<file path="src/rtl/fp_seq_pkg.sv">
`default_nettype none
// ============================================================================
// fp_seq_pkg : shared types and defaults for the fp op sequencer
// Rev 1.0
// ============================================================================
package fp_seq_pkg;

    localparam int c_DATA_W      = 16;
    localparam int c_TIMEOUT_CYC = 32;
    localparam int c_CNT_W       = 8;

    localparam logic [15:0] FP16_QNAN = 16'h7E00;

    typedef enum logic [2:0] {
        WAIT_A = 3'd0,
        WAIT_B = 3'd1,
        ISSUE  = 3'd2,
        EXEC   = 3'd3,
        RESP   = 3'd4
    } seq_state_t;

endpackage
`default_nettype wire

</file>
<file path="src/rtl/fp_op_sequencer_if.sv">
`default_nettype none
// ============================================================================
// fp_op_sequencer_if : operand, op-unit and result signals of the sequencer
// Rev 1.0
// ============================================================================
interface fp_op_sequencer_if
    import fp_seq_pkg::*;
#(
    parameter int DATA_W = c_DATA_W,
    parameter int CNT_W  = c_CNT_W
);
    logic [DATA_W-1:0] in_data;
    logic              in_valid;
    logic              in_ready;
    logic [DATA_W-1:0] op_a;
    logic [DATA_W-1:0] op_b;
    logic              op_start;
    logic              op_done;
    logic [DATA_W-1:0] op_result;
    logic [DATA_W-1:0] out_data;
    logic              out_valid;
    logic              out_ready;
    logic              busy;
    logic              timeout_err;
    logic [CNT_W-1:0]  op_count;

    // Sequencer side
    modport slave (
        input  in_data, in_valid, op_done, op_result, out_ready,
        output in_ready, op_a, op_b, op_start, out_data, out_valid,
               busy, timeout_err, op_count
    );

    // Environment side: operand source, op unit and result consumer
    modport master (
        output in_data, in_valid, op_done, op_result, out_ready,
        input  in_ready, op_a, op_b, op_start, out_data, out_valid,
               busy, timeout_err, op_count
    );
endinterface
`default_nettype wire

</file>
<file path="src/rtl/seq_timer.sv">
`default_nettype none
// ============================================================================
// seq_timer : EXEC-phase watchdog counter with clear/enable
// Rev 1.0
// ============================================================================
module seq_timer
    import fp_seq_pkg::*;
#(
    parameter int TIMEOUT_CYC = c_TIMEOUT_CYC
) (
    input  wire logic clk,
    input  wire logic rst,
    input  wire logic clear,
    input  wire logic enable,
    output logic      expired
);
    localparam int             c_W    = $clog2(TIMEOUT_CYC) + 1;
    localparam logic [c_W-1:0] c_LAST = c_W'(TIMEOUT_CYC - 1);

    logic [c_W-1:0] r_count;
    logic [c_W-1:0] w_count_inc;

    assign w_count_inc = r_count + c_W'(1);

    always_ff @(posedge clk) begin
        if (!rst) begin
            r_count <= '0;
        end else if (clear) begin
            r_count <= '0;
        end else if (enable) begin
            r_count <= w_count_inc;
        end
    end

    // Fires on the cycle whose increment reaches the limit, so the op is
    // abandoned TIMEOUT_CYC cycles after the start pulse.
    assign expired = enable && (w_count_inc == c_LAST);

endmodule
`default_nettype wire

</file>
<file path="src/rtl/fp_op_sequencer.sv">
`default_nettype none
// ============================================================================
// fp_op_sequencer : collects two operands, runs one fp op, returns the result
// Rev 1.0
// ============================================================================
module fp_op_sequencer
    import fp_seq_pkg::*;
#(
    parameter int DATA_W      = c_DATA_W,
    parameter int TIMEOUT_CYC = c_TIMEOUT_CYC,
    parameter int CNT_W       = c_CNT_W
) (
    input  wire logic          clk,
    input  wire logic          rst,
    fp_op_sequencer_if.slave   bus
);
    seq_state_t r_state;
    seq_state_t w_next_state;

    logic [DATA_W-1:0] r_op_a;
    logic [DATA_W-1:0] r_op_b;
    logic [DATA_W-1:0] r_out_data;
    logic [CNT_W-1:0]  r_op_count;
    logic              r_timeout_err;

    logic w_in_ready;
    logic w_op_start;
    logic w_out_valid;
    logic w_busy;
    logic w_timer_clear;
    logic w_timer_en;
    logic w_expired;
    logic w_accept;

    assign w_accept = bus.in_valid && w_in_ready;

    seq_timer #(
        .TIMEOUT_CYC (TIMEOUT_CYC)
    ) u_timer (
        .clk     (clk),
        .rst     (rst),
        .clear   (w_timer_clear),
        .enable  (w_timer_en),
        .expired (w_expired)
    );

    always_ff @(posedge clk) begin
        if (!rst) begin
            r_state <= WAIT_A;
        end else begin
            r_state <= w_next_state;
        end
    end

    always_comb begin
        w_next_state = r_state;
        case (r_state)
            WAIT_A:  if (w_accept) w_next_state = WAIT_B;
            WAIT_B:  if (w_accept) w_next_state = ISSUE;
            ISSUE:   w_next_state = EXEC;
            EXEC:    if (bus.op_done || w_expired) w_next_state = RESP;
            RESP:    if (bus.out_ready) w_next_state = WAIT_A;
            default: w_next_state = WAIT_A;
        endcase
    end

    always_comb begin
        w_in_ready    = 1'b0;
        w_op_start    = 1'b0;
        w_out_valid   = 1'b0;
        w_timer_clear = 1'b0;
        w_timer_en    = 1'b0;
        w_busy        = (r_state != WAIT_A);
        case (r_state)
            WAIT_A, WAIT_B: w_in_ready = 1'b1;
            ISSUE: begin
                w_op_start    = 1'b1;
                w_timer_clear = 1'b1;
            end
            EXEC:    w_timer_en  = 1'b1;
            RESP:    w_out_valid = 1'b1;
            default: w_in_ready  = 1'b0;
        endcase
    end

    always_ff @(posedge clk) begin
        if (!rst) begin
            r_op_a        <= '0;
            r_op_b        <= '0;
            r_out_data    <= '0;
            r_op_count    <= '0;
            r_timeout_err <= 1'b0;
        end else begin
            if (r_state == WAIT_A && w_accept) r_op_a <= bus.in_data;
            if (r_state == WAIT_B && w_accept) r_op_b <= bus.in_data;
            // A real completion takes priority over a simultaneous timeout.
            if (r_state == EXEC) begin
                if (bus.op_done) begin
                    r_out_data <= bus.op_result;
                end else if (w_expired) begin
                    r_out_data    <= DATA_W'(FP16_QNAN);
                    r_timeout_err <= 1'b1;
                end
            end
            if (r_state == RESP && bus.out_ready) r_op_count <= r_op_count + CNT_W'(1);
        end
    end

    assign bus.in_ready    = w_in_ready;
    assign bus.op_a        = r_op_a;
    assign bus.op_b        = r_op_b;
    assign bus.op_start    = w_op_start;
    assign bus.out_data    = r_out_data;
    assign bus.out_valid   = w_out_valid;
    assign bus.busy        = w_busy;
    assign bus.timeout_err = r_timeout_err;
    assign bus.op_count    = r_op_count;

endmodule
`default_nettype wire

</file>
<file path="src/flat_wrapper.sv">
// flat-port wrapper written by rule: the top's interface ports become plain ports
module fp_op_sequencer_flat import fp_seq_pkg::*;
#(
    parameter int DATA_W      = c_DATA_W,
    parameter int TIMEOUT_CYC = c_TIMEOUT_CYC,
    parameter int CNT_W       = c_CNT_W
)
  (clk, rst, bus_in_data, bus_in_valid, bus_op_done, bus_op_result, bus_out_ready, bus_in_ready, bus_op_a, bus_op_b, bus_op_start, bus_out_data, bus_out_valid, bus_busy, bus_timeout_err, bus_op_count);
  fp_op_sequencer_if #(.DATA_W(DATA_W), .CNT_W(CNT_W)) bus_i ();
  input  wire logic clk;
  input  wire logic rst;
  input wire logic [$bits(bus_i.in_data)-1:0] bus_in_data;
  input wire logic [$bits(bus_i.in_valid)-1:0] bus_in_valid;
  input wire logic [$bits(bus_i.op_done)-1:0] bus_op_done;
  input wire logic [$bits(bus_i.op_result)-1:0] bus_op_result;
  input wire logic [$bits(bus_i.out_ready)-1:0] bus_out_ready;
  output wire logic [$bits(bus_i.in_ready)-1:0] bus_in_ready;
  output wire logic [$bits(bus_i.op_a)-1:0] bus_op_a;
  output wire logic [$bits(bus_i.op_b)-1:0] bus_op_b;
  output wire logic [$bits(bus_i.op_start)-1:0] bus_op_start;
  output wire logic [$bits(bus_i.out_data)-1:0] bus_out_data;
  output wire logic [$bits(bus_i.out_valid)-1:0] bus_out_valid;
  output wire logic [$bits(bus_i.busy)-1:0] bus_busy;
  output wire logic [$bits(bus_i.timeout_err)-1:0] bus_timeout_err;
  output wire logic [$bits(bus_i.op_count)-1:0] bus_op_count;
  assign bus_i.in_data = bus_in_data;
  assign bus_i.in_valid = bus_in_valid;
  assign bus_i.op_done = bus_op_done;
  assign bus_i.op_result = bus_op_result;
  assign bus_i.out_ready = bus_out_ready;
  assign bus_in_ready = bus_i.in_ready;
  assign bus_op_a = bus_i.op_a;
  assign bus_op_b = bus_i.op_b;
  assign bus_op_start = bus_i.op_start;
  assign bus_out_data = bus_i.out_data;
  assign bus_out_valid = bus_i.out_valid;
  assign bus_busy = bus_i.busy;
  assign bus_timeout_err = bus_i.timeout_err;
  assign bus_op_count = bus_i.op_count;
  fp_op_sequencer #(.DATA_W(DATA_W), .TIMEOUT_CYC(TIMEOUT_CYC), .CNT_W(CNT_W)) u_core (.clk(clk), .rst(rst), .bus(bus_i));
endmodule
</file>
<file path="config.mk">
export PLATFORM = sky130hd
export DESIGN_NAME = fp_op_sequencer_flat
export DESIGN_NICKNAME = d
export VERILOG_FILES = /design/src/rtl/fp_seq_pkg.sv /design/src/rtl/fp_op_sequencer_if.sv /design/src/rtl/seq_timer.sv /design/src/rtl/fp_op_sequencer.sv /design/src/flat_wrapper.sv
export SDC_FILE = /design/constraint.sdc
export NUM_CORES = 1
export LEC_CHECK = 0
export CORE_MARGIN = 2
export CORE_UTILIZATION = 41
export CTS_CLUSTER_DIAMETER = 200
export DETAILED_ROUTE_END_ITERATION = 10
export GPL_TIMING_DRIVEN = 0
export PLACE_DENSITY = 0.75
export SLEW_MARGIN = 20
export SYNTH_ARGS = -nofsm -noshare
export SYNTH_HDL_FRONTEND = slang
export SYNTH_HIERARCHICAL = 1
export SYNTH_SLANG_ARGS = --single-unit
</file>
<file path="constraint.sdc">
create_clock -name clk -period 2.4 [get_ports clk]
set_input_delay 0.24 -clock clk [delete_from_list [all_inputs] [get_ports clk]]
set_output_delay 0.24 -clock clk [all_outputs]
set_load 0.005 [all_outputs]
</file>
Yosys cells after proc, flatten, opt, wreduce, memory -nomap -nowiden:

Cells that the tools add are included.
Widths: inputs -> output; s select.

* register bits after elaboration: 66
* bits of input ports: 37
* output and inout bits: 61
* word-level logic and storage cells: 45

* add/sub/neg operators: 2
* equality and inequality tests: 9
* mux-type cells: 11
* bitwise gates (word level): 2
* reductions and logical operators: 14

Operator list (count)
* $mux 16: 2
* $pmux 3 s5: 1
* $mux 3: 4
* $add 8x1->8 const B: 1
* $add 6x1->6 const B: 1
* $eq 3x2->1 const B: 2
* $eq 6x5->1 const B: 1
* $ne 2x1->1 const B: 3
* $logic_and 1x1->1: 5
* $mux 1: 4
* $reduce_and 4->1: 1
* $reduce_or 2->1: 2
* $eq 3x1->1 const B: 1
* $eq 3x3->1 const B: 1
* $logic_not 3->1: 1
* $reduce_and 3->1: 1
* $reduce_bool 3->1: 1
* $ne 2x2->1 const B: 1
* $not 1->1: 2
* $reduce_and 2->1: 1
* $reduce_bool 2->1: 1
* $logic_or 1x1->1: 1

Depth between registers and ports, before layout:

* word-level depth: 6
* mapped depth: 11
* mapped depth without buffers: 8

Cells and area by module:

The synthesis kept the hierarchy.

By module, submodules not included
* fp_op_sequencer: times used 1, cells each 275, area an instance 2346.0 µm², seq. area each 1201.2 µm²
* seq_timer: times used 1, cells each 34, area an instance 324.1 µm², seq. area each 120.1 µm²

Worst setup path before layout:

No wires, ideal clock.

* path type: reg2reg
* start: register u_core.r_state[1]
* end: register u_core.r_out_data[10] (netlist: u_core/bus.out_data[10])
* setup time: 0.058 ns
* arrival: 1.947 ns
* required time: 2.342 ns
* path slack: 0.394 ns
* cell stages (with the launch flop): 11
* path buffers: 2
* period minus slack after synthesis: 2.006 ns
* path through: dfxtp_1 -> buf_2 -> nand3b_1 -> inv_1 -> buf_2 -> and4b_1 -> nand3b_1 -> o21ai_1 -> nor2_1 -> nor2_1 -> o221a_2

* cells in the longest elaborated chain, start to end: 5

RTL lines
* from (decl): line fp_op_sequencer.sv:17 `seq_state_t r_state;`
* from (signal assigned): line fp_op_sequencer.sv:51 `r_state <= w_next_state;`
* $eq 3x2->1: line fp_op_sequencer.sv:74 `case (r_state)`
* $mux 1: line fp_op_sequencer.sv:74
* $logic_and 1x1->1: line seq_timer.sv:37 `assign expired = enable && (w_count_inc == c_LAST);`
* named net u_core.w_expired: line fp_op_sequencer.sv:32 `logic w_expired;`
* $reduce_bool 2->1 (no line)
* $reduce_and 2->1 (no line)
* to (signal assigned): line fp_op_sequencer.sv:99 `r_out_data <= bus.op_result;`
* to (signal assigned): line fp_op_sequencer.sv:101 `r_out_data <= DATA_W'(FP16_QNAN);`
* to (decl): line fp_op_sequencer.sv:22 `logic [DATA_W-1:0] r_out_data;`

The timed path passes the listed nets, and every way through them passes these cells.
A chain may end at the register's enable or synchronous reset.

Final worst setup path:

* start: register u_core.r_state[1]
* end: register u_core.r_out_data[5] (netlist: u_core/bus.out_data[5])

The elaborated chain is that of the path after synthesis.

==> impl_metrics.xml <==
<?xml version="1.0" encoding="UTF-8"?>
<metrics>
  <group name="status">
    <metric name="run_status" unit="">finished clean</metric>
  </group>
  <group name="floorplanning">
    <metric name="coreArea" unit="µm²">6310</metric>
    <metric name="die_y" unit="µm">84.7</metric>
    <metric name="floorplan.die_area" unit="µm²">7170</metric>
    <metric name="initial_utilization" unit="%">42.3</metric>
    <metric name="number_of_placement_rows" unit="">29</metric>
    <metric name="fp.dieW" unit="µm">84.7</metric>
    <metric name="floorplan.io_pins" unit="">98</metric>
  </group>
  <group name="setup_path">
    <metric name="cp_data_required_time" unit="ns">2.66</metric>
    <metric name="worst-path-buf-inv" unit="">4</metric>
    <metric name="reg2regPathDepth" unit="">11</metric>
    <metric name="cp_top_family" unit="">simple AND/OR/NAND/NOR gates</metric>
    <metric name="cp_num_cells" unit="">11</metric>
    <metric name="critical_path_class" unit="">reg -&gt; reg</metric>
    <metric name="timing.critical_path.arrival" unit="ns">2.48</metric>
    <metric name="start_kind" unit="">register</metric>
    <metric name="endpoint_kind" unit="">register</metric>
    <metric name="r2r_slack" unit="ns">0.18</metric>
    <metric name="worst_path_max_delay_cell" unit="">dfxtp_2</metric>
    <metric name="path_max_fanout" unit="">10</metric>
    <metric name="worstPathCellList" unit="">buf_4 &gt; nand3b_1 &gt; inv_2 &gt; clkbuf_4 &gt; and4b_1 &gt; nand4b_1 &gt; o21ai_2 &gt; nor2_1 &gt; buf_2 &gt; o21ai_0 &gt; a21oi_1</metric>
    <metric name="cp_slowest_stage_delay" unit="ns">0.35</metric>
  </group>
  <group name="timing">
    <metric name="final.setup.tns" unit="ns">0</metric>
    <metric name="timing.hold.ws" unit="ns">0.454</metric>
    <metric name="timing.slew.headroom" unit="%">66.4</metric>
    <metric name="finalWorstSetupSlack" unit="ns">0.183</metric>
    <metric name="clock.fmax" unit="GHz">0.451</metric>
    <metric name="maxSlewViolCount" unit="">0</metric>
    <metric name="timing.final.crit_period" unit="ns">2.22</metric>
    <metric name="worst_clock_skew" unit="ns">0.00930</metric>
    <metric name="layout_worst_path_cycle_share" unit="%">92.4</metric>
    <metric name="final_hold_viol_count" unit="">0</metric>
    <metric name="finalSetupViolations" unit="">0</metric>
    <metric name="worst_margin_pin_slew" unit="ns">0.503</metric>
  </group>
  <group name="global_routing">
    <metric name="number_of_global_route_vias_before_repair" unit="">2319</metric>
    <metric name="grt.total_usage" unit="%">19.7</metric>
    <metric name="grt_antenna_before_repair" unit="">0</metric>
    <metric name="grt_pass1_wl" unit="µm">11300</metric>
    <metric name="grt-ovfl-total" unit="">0</metric>
    <metric name="maximum_number_of_pins_on_one_net_before_global_route_repair" unit="">13</metric>
  </group>
  <group name="cells_and_area">
    <metric name="area_growth_syn_to_layout" unit="%">49.0</metric>
    <metric name="layout.cells.most_common_list" unit="">97 x clkdlybuf4s50_1, 81 x nand2_1, 64 x dfxtp_1</metric>
    <metric name="final.fill_count" unit="">531</metric>
    <metric name="seq_area" unit="µm²">1320</metric>
    <metric name="insertedDiodeCount" unit="">0</metric>
    <metric name="post_route_cells_drive_above_1_share" unit="%">10.9</metric>
    <metric name="nets" unit="">457</metric>
    <metric name="multi_input_comb_area" unit="µm²">1220</metric>
    <metric name="layout.cells.most_common" unit="">clkdlybuf4s50_1</metric>
  </group>
  <group name="logic_synthesis">
    <metric name="count_of_flip_flops_with_a_built_in_enable_after_synthesis" unit="">0</metric>
    <metric name="yosys_warnings" unit="">6</metric>
    <metric name="syn_area" unit="µm²">2670</metric>
    <metric name="flip_flop_and_latch_count_after_synthesis" unit="">66</metric>
    <metric name="asyncSetResetFlopFracSynth" unit="%">0</metric>
    <metric name="cell_count_after_synthesis" unit="">309</metric>
    <metric name="avgSynthCellArea" unit="µm²">8.64</metric>
    <metric name="ys.flop_type" unit="">dfxtp_1</metric>
    <metric name="synth_sequential_area_ratio" unit="%">49.5</metric>
    <metric name="synth.lib_cells_used.distinct" unit="">43</metric>
    <metric name="synth.net_count" unit="">349</metric>
  </group>
  <group name="placement">
    <metric name="gp_congestion" unit="">0.760</metric>
    <metric name="place.port_buffers" unit="">97</metric>
    <metric name="pre_cts_ws" unit="ns">-0.0641</metric>
    <metric name="dp_hpwl" unit="µm">4880</metric>
  </group>
  <group name="cts">
    <metric name="clk_root_buffer_cell" unit="">clkbuf_8</metric>
    <metric name="clock_path_buffers" unit="">2</metric>
    <metric name="clk_pin_slew_worst_paths" unit="ns">0.07</metric>
    <metric name="htree_levels" unit="">3</metric>
    <metric name="numCtsBuffers" unit="">9</metric>
    <metric name="post-cts-setup-buffer-count" unit="">0</metric>
    <metric name="insertion_delay" unit="ns">0.34</metric>
    <metric name="cts_tree" unit="">yes</metric>
    <metric name="clock-sinks" unit="">66</metric>
  </group>
  <group name="drt">
    <metric name="detail_route.vias_per_cell" unit="">5.00</metric>
    <metric name="post_route_antenna_net_violation_count" unit="">0</metric>
    <metric name="first_iter_violations" unit="">102</metric>
    <metric name="via_count" unit="">2495</metric>
    <metric name="drc" unit="">0</metric>
    <metric name="route.detailed.wl_per_inst" unit="µm">13.7</metric>
    <metric name="final_wirelength" unit="µm">6860</metric>
    <metric name="drt_pass1_iterations" unit="">4</metric>
  </group>
  <group name="power_and_ir_drop">
    <metric name="max-vdd-ir-drop" unit="V">0.000472</metric>
    <metric name="power.total" unit="µW">2610</metric>
    <metric name="total_leakage_power" unit="µW">0.00142</metric>
    <metric name="power_per_cell_area" unit="nW/µm²">656</metric>
  </group>
  <group name="worst_hold_path">
    <metric name="hold_path.class" unit="">in -&gt; reg</metric>
    <metric name="hold_path_depth" unit="">3</metric>
  </group>
  <group name="run">
    <metric name="max_cap_violations" unit="">0</metric>
  </group>
</metrics>
[cell type report]
type,instances,share of cell area (%)
Sequential cell,66,33.3
Timing Repair Buffer,97,24.4
Clock buffer,10,3.46
Inverter,5,0.472
Multi-Input combinational cell,217,30.7
Clock inverter,6,2.23
Buffer,21,3.08
Tap cell,77,2.42
[routing by layer]
layer	share of wire (%)	track usage (%)	vias up
met2	47	29.7	66
met3	5.2	4.92	4
met5	0	0	-
li1	-	-	1272
met4	0.74	7.79	0
met1	47	27.0	1153
[what timing repair did]
action                                  in CTS  in global routing
hold buffers                                 0                  0
gates resized for setup                      3                 10
endpoints found under the setup margin      15                 18
[power by group]
group	total, µW	internal [µW]	switching, µW
clock	1060	615	444
sequential	1170	1140	30.1
combinational	378	210	168
[logic make-up (layout without fill, tap and decap cells)]
family | after synthesis | count (layout) | synth area share [%]
simple gates | 125 | 125 | 23.7
compound gates | 80 | 80 | 17.2
flops | 66 | 66 | 49.5
buf+inv | 26 | 139 | 5.06
xor+xnor | 6 | 6 | 1.97
fa+ha+maj | 3 | 3 | 1.41
mux | 3 | 3 | 1.12
[cells in the mapped netlist, types with 2 or more instances]
| cell type | count | area (µm²) |
|---|---|---|
| nand2_1 | 81 | 304 |
| a21oi_1 | 50 | 250 |
| dfxtp_1 | 66 | 1320 |
| nor2_1 | 14 | 52.6 |
| nand3_1 | 3 | 15.0 |
| mux2i_1 | 3 | 30.0 |
| or3_1 | 5 | 31.3 |
| o221a_2 | 6 | 67.6 |
| nand3b_1 | 2 | 15.0 |
| buf_2 | 7 | 35.0 |
| inv_1 | 4 | 15.0 |
| and2_1 | 2 | 12.5 |
| ha_1 | 3 | 37.5 |
| buf_6 | 3 | 33.8 |
| o31ai_1 | 3 | 22.5 |
| clkbuf_1 | 8 | 30.0 |
| or4_1 | 2 | 15.0 |
| o21ai_0 | 15 | 75.1 |
| clkbuf_2 | 2 | 10.0 |
| nand2b_1 | 2 | 12.5 |
| and4b_1 | 2 | 20.0 |
| xor2_1 | 5 | 43.8 |
[through the flow]
stage | utilization [%] | cells | instance area (µm²)
2_1_floorplan | - | 309 | 2670
3_3_place_gp | 59.2 | 483 | 3740
3_5_place_dp | 59.2 | 483 | 3740
4_1_cts | 62.9 | 499 | 3970
5_1_grt | 63.0 | 499 | 3980
6_report | 63.0 | 499 | 3980
[worst reg2reg max path, cell delays in order (launching register included)]
cell and delay (ns):
dfxtp_2 0.35, buf_4 0.17, nand3b_1 0.15, inv_2 0.08, clkbuf_4 0.18, and4b_1 0.22
nand4b_1 0.12, o21ai_2 0.08, nor2_1 0.26, buf_2 0.27, o21ai_0 0.10, a21oi_1 0.16
[flip-flops by register name (all words and copies together) (netlist names)]
register                cells
u_core/bus.timeout_err      1
u_core/u_timer/r_count      6
u_core/bus.op_count         8
u_core/r_state              3
u_core/bus.op_a            16
u_core/bus.op_b            16
u_core/bus.out_data        16
[worst paths after layout]
kind                                    from                                   to
max reg2reg   u_core/r_state[1]$_SDFFE_PN0P_  u_core/bus.out_data[5]$_SDFFE_PN0P_
max           u_core/r_state[1]$_SDFFE_PN0P_  u_core/bus.out_data[5]$_SDFFE_PN0P_
min reg2reg  u_core/bus.op_b[2]$_SDFFE_PN0P_      u_core/bus.op_b[2]$_SDFFE_PN0P_
min                         bus_op_result[4]  u_core/bus.out_data[4]$_SDFFE_PN0P_
Note: power is estimated with default switching activity, not from simulation.
